**config.mk**
```make
export PLATFORM = sky130hd
export DESIGN_NAME = mem_arbiter
export DESIGN_NICKNAME = d
export VERILOG_FILES = /design/src/rtl/mem_arbiter_pkg.sv /design/src/rtl/mem_arbiter_rr_arbiter2.sv /design/src/rtl/mem_arbiter.sv
export SDC_FILE = /design/constraint.sdc
export NUM_CORES = 1
export LEC_CHECK = 0
export CAP_MARGIN = 20
export CORE_ASPECT_RATIO = 2
export CORE_MARGIN = 4
export CORE_UTILIZATION = 25
export DETAILED_ROUTE_END_ITERATION = 6
export GPL_TIMING_DRIVEN = 0
export HOLD_SLACK_MARGIN = 0.12
export PLACE_DENSITY = 0.59
export SLEW_MARGIN = 20
export SYNTH_ARGS = -nofsm -noshare
export SYNTH_HDL_FRONTEND = slang
export SYNTH_HIERARCHICAL = 1
export SYNTH_SLANG_ARGS = --single-unit
```
**constraint.sdc**
```tcl
create_clock -name clk -period 2.4 [get_ports clk]
set_input_delay 0.36 -clock clk [delete_from_list [all_inputs] [get_ports clk]]
set_output_delay 0.36 -clock clk [all_outputs]
set_load 0.005 [all_outputs]
```
**src/rtl/mem_arbiter_pkg.sv**
```systemverilog
// Shared types and constants for the two-requester memory arbiter.
package mem_arbiter_pkg;

  typedef enum logic [1:0] {
    ST_IDLE   = 2'd0,
    ST_ACCESS = 2'd1,
    ST_RESP   = 2'd2
  } state_e;

  typedef enum logic {
    OP_READ  = 1'b0,
    OP_WRITE = 1'b1
  } op_e;

  localparam logic REQ_0  = 1'b0;
  localparam logic REQ_1  = 1'b1;
  localparam logic ENABLE = 1'b1;

endpackage

```
**src/rtl/mem_arbiter_rr_arbiter2.sv**
```systemverilog
// Combinational two-way round-robin pick: on a tie the requester not granted last wins.
module rr_arbiter2
  import mem_arbiter_pkg::*;
(
  input  logic [1:0] req_i,
  input  logic       last_grant_i,
  output logic       grant_o,
  output logic       valid_o
);

  always_comb begin
    grant_o = REQ_0;
    valid_o = |req_i;
    case (req_i)
      2'b01:   grant_o = REQ_0;
      2'b10:   grant_o = REQ_1;
      2'b11:   grant_o = ~last_grant_i;
      default: grant_o = REQ_0;
    endcase
  end

endmodule

```
**src/rtl/mem_arbiter.sv**
```systemverilog
// Round-robin arbiter and access sequencer owning the single-port data memory controls.
module mem_arbiter
  import mem_arbiter_pkg::*;
#(
  parameter int ADDR_W      = 32,
  parameter int DATA_W      = 32,
  parameter int WAIT_CYCLES = 2
) (
  input  logic              clk,
  input  logic              rst,
  input  logic              req0_read,
  input  logic              req1_read,
  input  logic              req0_write,
  input  logic              req1_write,
  input  logic [ADDR_W-1:0] req0_addr,
  input  logic [ADDR_W-1:0] req1_addr,
  input  logic [DATA_W-1:0] req0_wdata,
  input  logic [DATA_W-1:0] req1_wdata,
  output logic              req0_ready,
  output logic              req1_ready,
  output logic [DATA_W-1:0] req0_rdata,
  output logic [DATA_W-1:0] req1_rdata,
  output logic              busy,
  output logic              mem_read_out,
  output logic              mem_write_out,
  output logic [ADDR_W-1:0] mem_address_out,
  output logic [DATA_W-1:0] mem_data_out,
  input  logic [DATA_W-1:0] mem_data_in
);

  localparam logic [3:0] WAIT_INIT = 4'(WAIT_CYCLES);

  state_e            state_q;
  op_e               op_q;
  logic              id_q;
  logic              last_grant_q;
  logic [3:0]        wait_cnt_q;
  logic [ADDR_W-1:0] addr_q;
  logic [DATA_W-1:0] wdata_q;
  logic [DATA_W-1:0] rdata_q;
  logic              ready0_q;
  logic              ready1_q;

  logic              grant_d;
  logic              grant_vld_d;
  logic              sel_write_d;
  logic              final_access;

  rr_arbiter2 u_rr (
    .req_i        ({req1_read | req1_write, req0_read | req0_write}),
    .last_grant_i (last_grant_q),
    .grant_o      (grant_d),
    .valid_o      (grant_vld_d)
  );

  // A simultaneous read+write on one requester resolves to a write.
  assign sel_write_d  = (grant_d == REQ_1) ? req1_write : req0_write;
  assign final_access = (state_q == ST_ACCESS) && (wait_cnt_q == 4'd0);

  always_ff @(posedge clk) begin
    if (!rst) begin
      state_q      <= ST_IDLE;
      op_q         <= OP_READ;
      id_q         <= REQ_0;
      last_grant_q <= REQ_1;
      wait_cnt_q   <= 4'd0;
      addr_q       <= '0;
      wdata_q      <= '0;
      rdata_q      <= '0;
      ready0_q     <= 1'b0;
      ready1_q     <= 1'b0;
    end else begin
      ready0_q <= 1'b0;
      ready1_q <= 1'b0;
      case (state_q)
        ST_IDLE: begin
          if (grant_vld_d) begin
            id_q       <= grant_d;
            op_q       <= sel_write_d ? OP_WRITE : OP_READ;
            addr_q     <= (grant_d == REQ_1) ? req1_addr : req0_addr;
            wdata_q    <= (grant_d == REQ_1) ? req1_wdata : req0_wdata;
            wait_cnt_q <= WAIT_INIT;
            state_q    <= ST_ACCESS;
          end
        end
        ST_ACCESS: begin
          if (wait_cnt_q != 4'd0) begin
            wait_cnt_q <= wait_cnt_q - 4'd1;
          end else begin
            if (op_q == OP_READ) rdata_q <= mem_data_in;
            last_grant_q <= id_q;
            ready0_q     <= (id_q == REQ_0);
            ready1_q     <= (id_q == REQ_1);
            state_q      <= ST_RESP;
          end
        end
        ST_RESP: state_q <= ST_IDLE;
        default: state_q <= ST_IDLE;
      endcase
    end
  end

  assign busy            = (state_q != ST_IDLE);
  assign req0_ready      = ready0_q;
  assign req1_ready      = ready1_q;
  assign req0_rdata      = rdata_q;
  assign req1_rdata      = rdata_q;
  assign mem_read_out    = (state_q == ST_ACCESS) && (op_q == OP_READ);
  // Gated with rst so an edge that resets the FSM can never also commit a write.
  assign mem_write_out   = final_access && (op_q == OP_WRITE) && rst;
  assign mem_address_out = (state_q == ST_ACCESS) ? addr_q : '0;
  assign mem_data_out    = (state_q == ST_ACCESS) ? wdata_q : '0;

endmodule

```
==> results.md, run 1 <==
* RR Endpoint: req0_rdata[23]$_SDFFE_PN0P_
* Design area at 9000 µm²
* Core Footprint at about 21000 µm²
* FMAX at about 0.43 GHz
* Pre-CTS WS at -0.448 ns
* Per-cell routed wire length at about 17 µm
* Final core occ at 0.438
* Number of max-cap violations at 0
* Final ANT Viol Nets at 0
* First-pass GRT wire length at between 20000 and 30000 µm
* Leakage power at 3.71 nW
* Cell Area, Placed at approximately 8600 µm²
* Mux cell area share after synthesis at 0.185
* Flop2flop setup slack at about 0.48 ns
* Total global routing overflow at 0
* Area Overhead vs Synth at 71.8%
* Hold_sp: req0_rdata[10]$_SDFFE_PN0P_
* WS Path Type: reg2out
* Complex-gate fraction of the synthesized area at 0.108
* Worst reg-to-reg path cell count at 7
* Initial DRC Count at 76
* Least-Margin Pin Slew at ~0.55 ns
* Synth Net Count at 755
* Full die area at between 20000 and 25000 µm²
* Most frequent cells in the layout: 281 x clkdlybuf4s50_1, 105 x dfxtp_1, 97 x mux2i_1, 67 x nand2_1, 66 x nor2_1
* Vias at just over 5000
* Status: complete, no violations
* IO Port Bufs at between 200 and 300
* Post-Syn Instances at approximately 590
* Placed Cells at around 1200
* WP data required at about 2.0 ns
* Power per cell area at 951 nW/µm²
* Async S/R FF share, synth at 0
* Die height at 213 µm
* Total design power at 8.55 mW
* Hold EP: req0_rdata[10]$_SDFFE_PN0P_
* Simple-gate portion of the synthesized area at 0.204
* Antenna violations before repair at 1
* Remaining DRCs at 0
* Critical Path Sink Type: primary output
* CP Launch Type: flip-flop
* Ys Warns at 6
* Vias in the first global route at 5187
* Final period util at 0.968
* Worst Path Max Fanout at 10
* # clock sinks at 107
* Mean Syn Cell Area at about 8.9 µm²
* Layout Cells excl Fill at 1173
* Row count at between 70 and 80
* HP Class: reg2reg
* Max Slew Vio Count at 0
* Post-cts hold buffer count at 0
* Post-synthesis adder-cell area fraction at 0.00478
* Gr usage total at 0.164
* CTS Buffer Depth at 2
* Worst r2r src: wait_cnt_q[0]$_SDFFE_PN0P_
* Main synth FF type: dfxtp_1
* Routed vias/inst at approximately 4.3
* Clk_lat worst skew at between 0.3 and 0.4 ns
* Synth cell types at 35
* Normalized max-slew margin at 0.631
* Detailed Routing Iterations Pass 1 at 4
* Number of fill cells at between 2000 and 2500
* Hpwl dp at ~16000 µm
* Commonest non-fill, non-tap cell in the layout: clkdlybuf4s50_1
* Pin count of the biggest net entering global routing at 17
* Starting density of the core at 0.255
* Final setup margin at just under 0.08 ns
* Worst-path clk slew at 0.07 ns
* CTS root buf: clkbuf_16
* Worst hold slack at roughly 0.47 ns
* Die width at 110 µm
* Num CTS Buffers at 9
* DRT Wirelength at approximately 20000 µm
* Mapped Area at 5240 µm²
* TNS Setup at 0 ns
* Final Skew at approximately 0.0059 ns
* Sequential-to-total area share from yosys stat at 0.409
* Fraction of layout cells with a size suffix above 1 at 0.0993
* Nets at 1070
* H-tree Lvls at 3
* Final setup vio count at 0
* Hold depth at 2
* Peak supply drop at around 0.0005 V
* Seq cells post-synth at ~110
* GP Congestion at ~0.74
* Io pins at approximately 300
* Hold Violations, Final at 0
* Largest family of logic cells by synthesized area: simple AND/OR/NAND/NOR gates
* CTS tree: built
* Synth Area in XOR/XNOR at 0
* CP arrival at just under 2 ns
* Number of synthesized flops with an enable pin at 0
* Minimum clock period at around 2.3 ns
worst max path at each step:
stage                             from                      end  slack [ns]  cells after the start
3_3_place_gp   state_q[0]$_SDFFE_PN0P_      mem_address_out[13]       -0.49                      5
4_1_cts        state_q[0]$_SDFFE_PN0P_      mem_address_out[16]       -0.02                      5
2_1_floorplan               req0_write  addr_q[16]$_SDFFE_PN0P_        0.61                      7
3_5_place_dp   state_q[0]$_SDFFE_PN0P_      mem_address_out[13]       -0.45                      5
5_1_grt        state_q[0]$_SDFFE_PN0P_      mem_address_out[26]      -0.001                      5
6_report       state_q[0]$_SDFFE_PN0P_      mem_address_out[26]        0.08                      5
cells by family (layout without fill, tap and decap cells):
group	Yosys count	count (layout)
AO/OA/AOI/OAI	78	78
other	0	1
adder cells (fa/ha/maj)	2	2
AND/OR/NAND/NOR	220	220
flip-flops	107	107
buffers and inverters	83	402
multiplexers	97	97
flip-flops by register name, indices dropped and copies added (netlist names):
name / cells
addr_q: 32
id_q: 1
last_grant_q: 1
op_q: 1
req0_rdata: 32
req0_ready: 1
req1_ready: 1
state_q: 2
wait_cnt_q: 4
wdata_q: 32
power by group:
| part | internal, mW | leakage (nW) | switching, mW |
|---|---|---|---|
| registers | 2.36 | 0.884 | 0.339 |
| logic | 2.38 | 2.69 | 1.97 |
| clock network | 0.808 | 0.140 | 0.697 |
| total | 5.55 | 3.71 | 3.00 |
synth_stat cells, types with 2 or more instances:
cell / instances / area share
ha_1: 2 / 0.0048
dfxtp_1: 107 / 0.41
nand2_1: 67 / 0.048
o21ai_0: 4 / 0.0038
nand3_1: 3 / 0.0029
or2_2: 3 / 0.0036
buf_4: 32 / 0.046
or4_1: 2 / 0.0029
buf_2: 11 / 0.011
clkbuf_1: 31 / 0.022
nor2_1: 66 / 0.047
and2_1: 66 / 0.079
buf_6: 3 / 0.0064
nor3_1: 2 / 0.0019
mux2i_1: 97 / 0.19
a211oi_1: 65 / 0.093
inv_1: 3 / 0.0021
buf_1: 2 / 0.0014
a21oi_1: 5 / 0.0048
worst max-delay path, stage by stage, from the launching register on:
cell and delay (ns):
dfxtp_4 0.38, nor2b_4 0.22, clkbuf_16 0.18, buf_4 0.16, and2_1 0.13, clkdlybuf4s50_1 0.53
layer usage:
metal,part of all wire,vias to the layer above,global-route usage
met5,0,-,0
met4,0.016,0,0.0506
met3,0.064,16,0.0357
li1,-,2595,-
met2,0.59,187,0.339
met1,0.33,2285,0.150
area by class of cell:
cell class | instances | area, µm² | area share
Timing Repair Buffer | 304 | 3060 | 0.340
Multi-Input combinational cell | 397 | 2650 | 0.295
Sequential cell | 107 | 2150 | 0.239
Buffer | 79 | 504 | 0.0560
Tap cell | 266 | 333 | 0.0370
Clock buffer | 11 | 233 | 0.0259
Clock inverter | 4 | 52.6 | 0.00584
Inverter | 4 | 15.0 | 0.00167
Antenna cell | 1 | 2.50 | 0.000278
what timing repair did:
action	CTS	global route
buffers inserted	1	4
endpoints found under the setup margin	117	40
gates cloned	0	1
pin swaps	0	1
gates resized for setup	25	29
Note: power is estimated with default switching activity, not from simulation.
==> run 2, diff against run 1 <==
==> constraint.sdc (replaced) <==
create_clock -name clk -period 2.3 [get_ports clk]
set_input_delay 0.345 -clock clk [delete_from_list [all_inputs] [get_ports clk]]
set_output_delay 0.345 -clock clk [all_outputs]
set_load 0.005 [all_outputs]
==> run 2 against run 1 <==
Effect of this change:
- routed wire length is 0.48% lower
- setup slack worse by 0.039 ns
- combinational power is 4.6% higher
- clock skew hardly changed
- utilization hardly changed
- first-iteration DRC count is 28% higher
- largest power group unchanged
==> results.md, run 2 (synthesized netlist as in run 1, its figures left out) <==
* Antenna violations before repair at 1 (unchanged)
* Final core occ at 0.438 (about the same)
* Gr usage total at 0.164 (about the same)
* RSZ-0062 raised after global routing: true
* CP top delay family: simple AND/OR/NAND/NOR gates (was buffers and inverters)
* Row count at 74 (unchanged)
* Fraction of layout cells with a size suffix above 1 at 0.109 (was 0.0993)
* Multi-input logic area at 2670 µm² (was 2650 µm²)
* Core Footprint at 20600 µm² (unchanged)
* HP Class: reg2reg (unchanged)
* Sequential cell area at 2150 µm² (about the same)
* Worst Path Max Fanout at 3 (was 10)
* Pin count of the biggest net entering global routing at 17 (unchanged)
* Worst Path Buf+Inv at 3 (unchanged)
* Hold depth at 2 (unchanged)
* Power per cell area at 994 nW/µm² (was 951 nW/µm²)
* Full die area at 23500 µm² (unchanged)
* H-tree Lvls at 3 (unchanged)
* CP max stage cell: or3b_4 (was clkdlybuf4s50_1)
* Final setup margin at 0.0388 ns (was 0.0776 ns)
* Worst r2r src: wait_cnt_q[0]$_SDFFE_PN0P_ (unchanged)
* Hpwl dp at 16400 µm (unchanged)
* Num CTS Buffers at 9 (unchanged)
* Clk_lat worst skew at 0.35 ns (about the same)
* Total design power at 8.94 mW (was 8.55 mW)
* Per-cell routed wire length at 16.9 µm (was 17.0 µm)
* Number of fill cells at 2121 (was 2102)
* Starting density of the core at 0.255 (unchanged)
* Design area at 9000 µm² (about the same)
* RR Endpoint: req0_rdata[23]$_SDFFE_PN0P_ (unchanged)
* # clock sinks at 107 (unchanged)
* Cell Area, Placed at 8550 µm² (unchanged)
* Crit-path cells: inv_4 > ha_4 > or3b_4 > buf_6 > nor3_4 > and2_1 > clkdlybuf4s15_2 (was nor2b_4 > clkbuf_16 > buf_4 > and2_1 > clkdlybuf4s50_1)
* CP Launch Type: flip-flop (unchanged)
* Die height at 213 µm (unchanged)
* CTS tree: built (unchanged)
* WS Path Type: reg2out (unchanged)
* Initial DRC Count at 97 (was 76)
* Least-Margin Pin Slew at 0.556 ns (was 0.554 ns)
* Final setup vio count at 0 (unchanged)
* TNS Setup at 0 ns (unchanged)
* Worst hold slack at 0.472 ns (about the same)
* Final ANT Viol Nets at 0 (unchanged)
* Number of max-cap violations at 0 (unchanged)
* CP max stage delay at 0.37 ns (was 0.53 ns)
* Flop2flop setup slack at 0.27 ns (was 0.48 ns)
* Final Skew at 0.00589 ns (was 0.00586 ns)
* WP data required at 1.96 ns (was 2.04 ns)
* Final period util at 0.983
* Normalized max-slew margin at 0.630 (was 0.631)
* Hold EP: req0_rdata[10]$_SDFFE_PN0P_ (unchanged)
* Post-cts hold buffer count at 0 (unchanged)
* Hold_sp: req0_rdata[10]$_SDFFE_PN0P_ (unchanged)
* Layout Cells excl Fill at 1175 (was 1173)
* FMAX at roughly 0.44 GHz
* Worst-path clk slew at 0.07 ns (about the same)
* Worst reg-to-reg path cell count at 8 (was 7)
* Most frequent cells in the layout: 257 x clkdlybuf4s50_1, 104 x dfxtp_1, 97 x mux2i_1, 67 x nand2_1, 66 x nor2_1 (was 281 x clkdlybuf4s50_1, 105 x dfxtp_1, 97 x mux2i_1, 67 x nand2_1, 66 x nor2_1)
* Commonest non-fill, non-tap cell in the layout: clkdlybuf4s50_1 (unchanged)
* First-pass GRT wire length at 28700 µm (was 28600 µm)
* Total global routing overflow at 0 (unchanged)
* Status: complete, no violations (unchanged)
* Die width at 110 µm (unchanged)
* Max Slew Vio Count at 0 (unchanged)
* Critical Path Sink Type: primary output (unchanged)
* Leakage power at 3.71 nW (about the same)
* Detailed Routing Iterations Pass 1 at 4 (unchanged)
* Routed vias/inst at 4.35 (was 4.33)
* GP Congestion at 0.739 (unchanged)
* CP arrival at 1.92 ns (was 1.96 ns)
* Vias in the first global route at 5237 (was 5187)
* Io pins at 299 (unchanged)
* CTS root buf: clkbuf_16 (unchanged)
* CTS Buffer Depth at 2 (unchanged)
* Area Overhead vs Synth at 71.7% (was 71.8%)
* Pre-CTS WS at -0.533 ns (was -0.448 ns)
* Peak supply drop at 0.000498 V (was 0.000496 V)
* Hold Violations, Final at 0 (unchanged)
* Nets at 1072 (was 1070)
* IO Port Bufs at 298 (unchanged)
* DRT Wirelength at 19900 µm (about the same)
* Remaining DRCs at 0 (unchanged)
* Minimum clock period at approximately 2.3 ns
* Vias at 5110 (was 5083)
* Placed Cells at 1151 (unchanged)
-- run 2: layout make-up --
cell class | instances | area share
tap | 266 | 0.0370
timing repair buffer | 306 | 0.334
clock buffer | 11 | 0.0259
clock inverter | 4 | 0.00584
multi-input combinational | 397 | 0.296
inverter | 4 | 0.00195
buffer | 79 | 0.0599
sequential | 107 | 0.239
antenna | 1 | 0.000278
-- run 2: worst max-delay path by stage --
stage,from,endpoint,slack (ns),cells after the start
global placement,state_q[0]$_SDFFE_PN0P_,mem_address_out[13],-0.58,5
finish,wait_cnt_q[0]$_SDFFE_PN0P_,mem_write_out,0.04,7
floorplan,req0_write,addr_q[16]$_SDFFE_PN0P_,0.53,7
CTS,state_q[0]$_SDFFE_PN0P_,mem_address_out[20],-0.001,5
global route,wait_cnt_q[1]$_SDFFE_PN0P_,mem_write_out,-0.05,7
detailed placement,state_q[0]$_SDFFE_PN0P_,mem_address_out[13],-0.53,5
-- run 2: worst min-delay path, delay by kind of cell, from the launching register on --
kind	cells	cell delay, ns
flip-flops	1	0.32
multiplexers	1	0.05
AND/OR/NAND/NOR	1	0.06
-- run 2: metal layers --
metal  part of all wire  GRT usage  vias up  routed length [µm]
li1                   -          -     2606                   -
met1               0.33      0.150     2298                6610
met2               0.58      0.340      188               11600
met3              0.065     0.0357       18                1290
met4              0.018     0.0523        0                 360
met5                  0          0        -                   0
-- run 2: power by group --
group | internal [mW] | leakage, nW | switching (mW)
Combinational | 2.49 | 2.68 | 2.06
Clock | 0.843 | 0.140 | 0.723
Sequential | 2.47 | 0.885 | 0.355
-- run 2: what timing repair did --
item                       4_1_cts  5_1_grt
setup endpoints to repair      125       72
gates resized for setup         71       25
buffers inserted                 4        4
gates cloned                     0        0
pin swaps                        1        0
==> run 3, diff against run 2 <==
--- a/config.mk
+++ b/config.mk
@@ -6,13 +6,12 @@
 export NUM_CORES = 1
 export LEC_CHECK = 0
 export CAP_MARGIN = 20
-export CORE_ASPECT_RATIO = 2
 export CORE_MARGIN = 4
-export CORE_UTILIZATION = 25
+export CORE_UTILIZATION = 39
 export DETAILED_ROUTE_END_ITERATION = 6
 export GPL_TIMING_DRIVEN = 0
 export HOLD_SLACK_MARGIN = 0.12
-export PLACE_DENSITY = 0.59
+export PLACE_DENSITY = 0.84
 export SLEW_MARGIN = 20
 export SYNTH_ARGS = -nofsm -noshare
 export SYNTH_HDL_FRONTEND = slang
==> run 3 against run 2 <==
Effect of this change:
- cell area decreased by 0.96%
- highest routed layer unchanged
- first-iteration DRC count increased by 110%
- cell count decreased by 7.9%
==> results.md, run 3 (synthesized netlist as in run 1, its figures left out) <==
* WP data required at 1.96 ns (about the same)
* Power Internal at 5.99 mW (was 5.80 mW)
* Worst Path Buf+Inv at 3 (unchanged)
* Most frequent cells in the layout: 290 x clkdlybuf4s50_1, 103 x dfxtp_1, 97 x mux2i_1, 67 x nand2_1, 66 x nor2_1 (was 257 x clkdlybuf4s50_1, 104 x dfxtp_1, 97 x mux2i_1, 67 x nand2_1, 66 x nor2_1)
* Remaining DRCs at 0 (unchanged)
* Row count at 42 (was 74)
* GP Congestion at 0.826 (was 0.739)
* Routed vias/inst at 4.80 (was 4.35)
* Nets at 1068 (was 1072)
* Number of max-cap violations at 0 (unchanged)
* Hold Violations, Final at 0 (unchanged)
* Pin count of the biggest net entering global routing at 17 (unchanged)
* Die height at 124 µm (was 213 µm)
* Normalized max-slew margin at 0.634 (was 0.630)
* Switching share of power at 0.335 (was 0.351)
* Total global routing overflow at 0 (unchanged)
* Num CTS Buffers at 9 (unchanged)
* Design area at 8910 µm² (was 9000 µm²)
* CTS tree: built (unchanged)
* FMAX at 0.452 GHz (was 0.442 GHz)
* Combinational Power Share at 0.498 (was 0.509)
* Least-Margin Pin Slew at 0.549 ns (was 0.556 ns)
* Final period util at 0.962 (was 0.983)
* Worst r2r src: wait_cnt_q[0]$_SDFFE_PN0P_ (unchanged)
* IO Port Bufs at 298 (unchanged)
* Die width at 124 µm (was 110 µm)
* Cell Area, Placed at 8440 µm² (was 8550 µm²)
* Final setup vio count at 0 (unchanged)
* DRT Wirelength at 18000 µm (was 19900 µm)
* Final ANT Viol Nets at 0 (unchanged)
* CP max stage cell: clkdlybuf4s50_1 (was or3b_4)
* CP most frequent cell: clkbuf_8
* Starting density of the core at 0.397 (was 0.255)
* WS Path Type: reg2out (unchanged)
* Io pins at 299 (unchanged)
* Crit. Startpoint: state_q[1]$_SDFFE_PN0P_ (was wait_cnt_q[0]$_SDFFE_PN0P_)
* CP top delay family: buffers and inverters (was simple AND/OR/NAND/NOR gates)
* Fraction of layout cells with a size suffix above 1 at 0.107 (was 0.109)
* Max Slew Vio Count at 0 (unchanged)
* TNS Setup at 0 ns (unchanged)
* Critical Path Sink Type: primary output (unchanged)
* Detailed Routing Iterations Pass 1 at 4 (unchanged)
* Hold_sp: req0_rdata[3]$_SDFFE_PN0P_ (was req0_rdata[10]$_SDFFE_PN0P_)
* Minimum clock period at 2.21 ns (was 2.26 ns)
* Leakage power at 3.54 nW (was 3.71 nW)
* Initial DRC Count at 208 (was 97)
* CP max stage delay at 0.55 ns (was 0.37 ns)
* Worst hold slack at 0.475 ns (was 0.472 ns)
* Peak supply drop at 0.000493 V (was 0.000498 V)
* Post-cts hold buffer count at 0 (unchanged)
* Status: complete, no violations (unchanged)
* Vias at 5191 (was 5110)
* Per-cell routed wire length at 16.6 µm (was 16.9 µm)
* Full die area at 15400 µm² (was 23500 µm²)
* H-tree Lvls at 3 (unchanged)
* Final Skew at 0.00596 ns (was 0.00589 ns)
* Clk pwr share at 0.188 (was 0.175)
* Area Overhead vs Synth at 70.1% (was 71.7%)
* HP Class: reg2reg (unchanged)
* Antenna violations before repair at 1 (unchanged)
* CTS root buf: clkbuf_16 (unchanged)
* Crit-path cells: nor2b_4 > clkbuf_8 > clkbuf_8 > and2_1 > clkdlybuf4s50_1 (was inv_4 > ha_4 > or3b_4 > buf_6 > nor3_4 > and2_1 > clkdlybuf4s15_2)
* Worst Path Max Fanout at 10 (was 3)
* Worst-path clk slew at 0.07 ns (about the same)
* Power per cell area at 1010 nW/µm² (was 994 nW/µm²)
* Clk_lat worst skew at 0.34 ns (was 0.35 ns)
* CP arrival at 1.87 ns (was 1.92 ns)
* Final core occ at 0.675 (was 0.438)
* Hpwl dp at 14400 µm (was 16400 µm)
* First-pass GRT wire length at 25900 µm (was 28700 µm)
* # clock sinks at 107 (unchanged)
* Sequential power share at 0.314 (was 0.316)
* Switching power at 3.02 mW (was 3.14 mW)
* Gr usage total at 0.223 (was 0.164)
* CTS Buffer Depth at 2 (unchanged)
* Core Footprint at 13200 µm² (was 20600 µm²)
* CP Launch Type: flip-flop (unchanged)
* RSZ-0062 raised after global routing: false (was true)
* Commonest non-fill, non-tap cell in the layout: clkdlybuf4s50_1 (unchanged)
* Vias in the first global route at 4868 (was 5237)
[run 3: cell types whose count changed in the layout (fill, tap and decap cells not counted), sizes merged]
| cell | delta |
|---|---|
| clkdlybuf4s50 | +33 |
| dlymetal6s2s | -2 |
| dlygate4sd2 | -31 |
| clkdlybuf4s15 | -1 |
| clkbuf | +1 |
| bufinv | +1 |
| buf | -4 |
[run 3: final timing paths]
path	to	slack [ns]	cells after the start
worst max-delay path	mem_data_out[5]	0.09	5
worst min-delay path	req0_rdata[3]$_SDFFE_PN0P_	0.47	2
worst max register to register	req0_rdata[10]$_SDFFE_PN0P_	0.40	7
worst min register to register	req0_rdata[3]$_SDFFE_PN0P_	0.47	2
[run 3: area by class of cell]
type                            count  area [µm²]
Fill cell                        1096        4280
Timing Repair Buffer              302        3000
Multi-Input combinational cell    397        2660
Sequential cell                   107        2150
Buffer                             79         528
Clock buffer                       11         253
Tap cell                          176         220
Clock inverter                      5        75.1
Inverter                            4        15.0
Antenna cell                        1        2.50
[run 3: through the flow]
step | power (mW) | setup slack (ns) | std cells
floorplan | 5.12 | 0.527 | 587
global placement | 7.10 | -0.448 | 1061
detailed placement | 7.16 | -0.511 | 1061
CTS | 9.03 | 0.0104 | 1079
global route | 9.62 | 0.00315 | 1082
finish | 9.01 | 0.0866 | 1082
[run 3: layer usage]
layer	GRT usage	part of all wire	vias up
li1	-	-	2597
met1	0.242	0.37	2355
met2	0.394	0.49	220
met3	0.0940	0.12	19
met4	0.0726	0.016	0
met5	0	0	-
[run 3: repair_timing]
item,4_1_cts,5_1_grt
setup endpoints to repair,125,92
resized for setup,39,20
buffers inserted,2,2
pin swaps,0,1
[run 3: power groups by stage]
stage                     Combinational, mW  Clock [mW]  Sequential, mW
after floorplan                        2.35           0            2.77
after global placement                 4.26           0            2.84
after detailed placement               4.30           0            2.87
after CTS                              4.46        1.73            2.84
after global routing                   4.91        1.81            2.91
final                                  4.48        1.70            2.83
[run 3: worst reg2reg max path: stages, from the launching register on]
cell	delay [ns]
dfxtp_2	0.33
inv_2	0.07
ha_2	0.17
or3b_4	0.37
buf_6	0.14
nor3_4	0.28
buf_6	0.24
mux2i_1	0.22
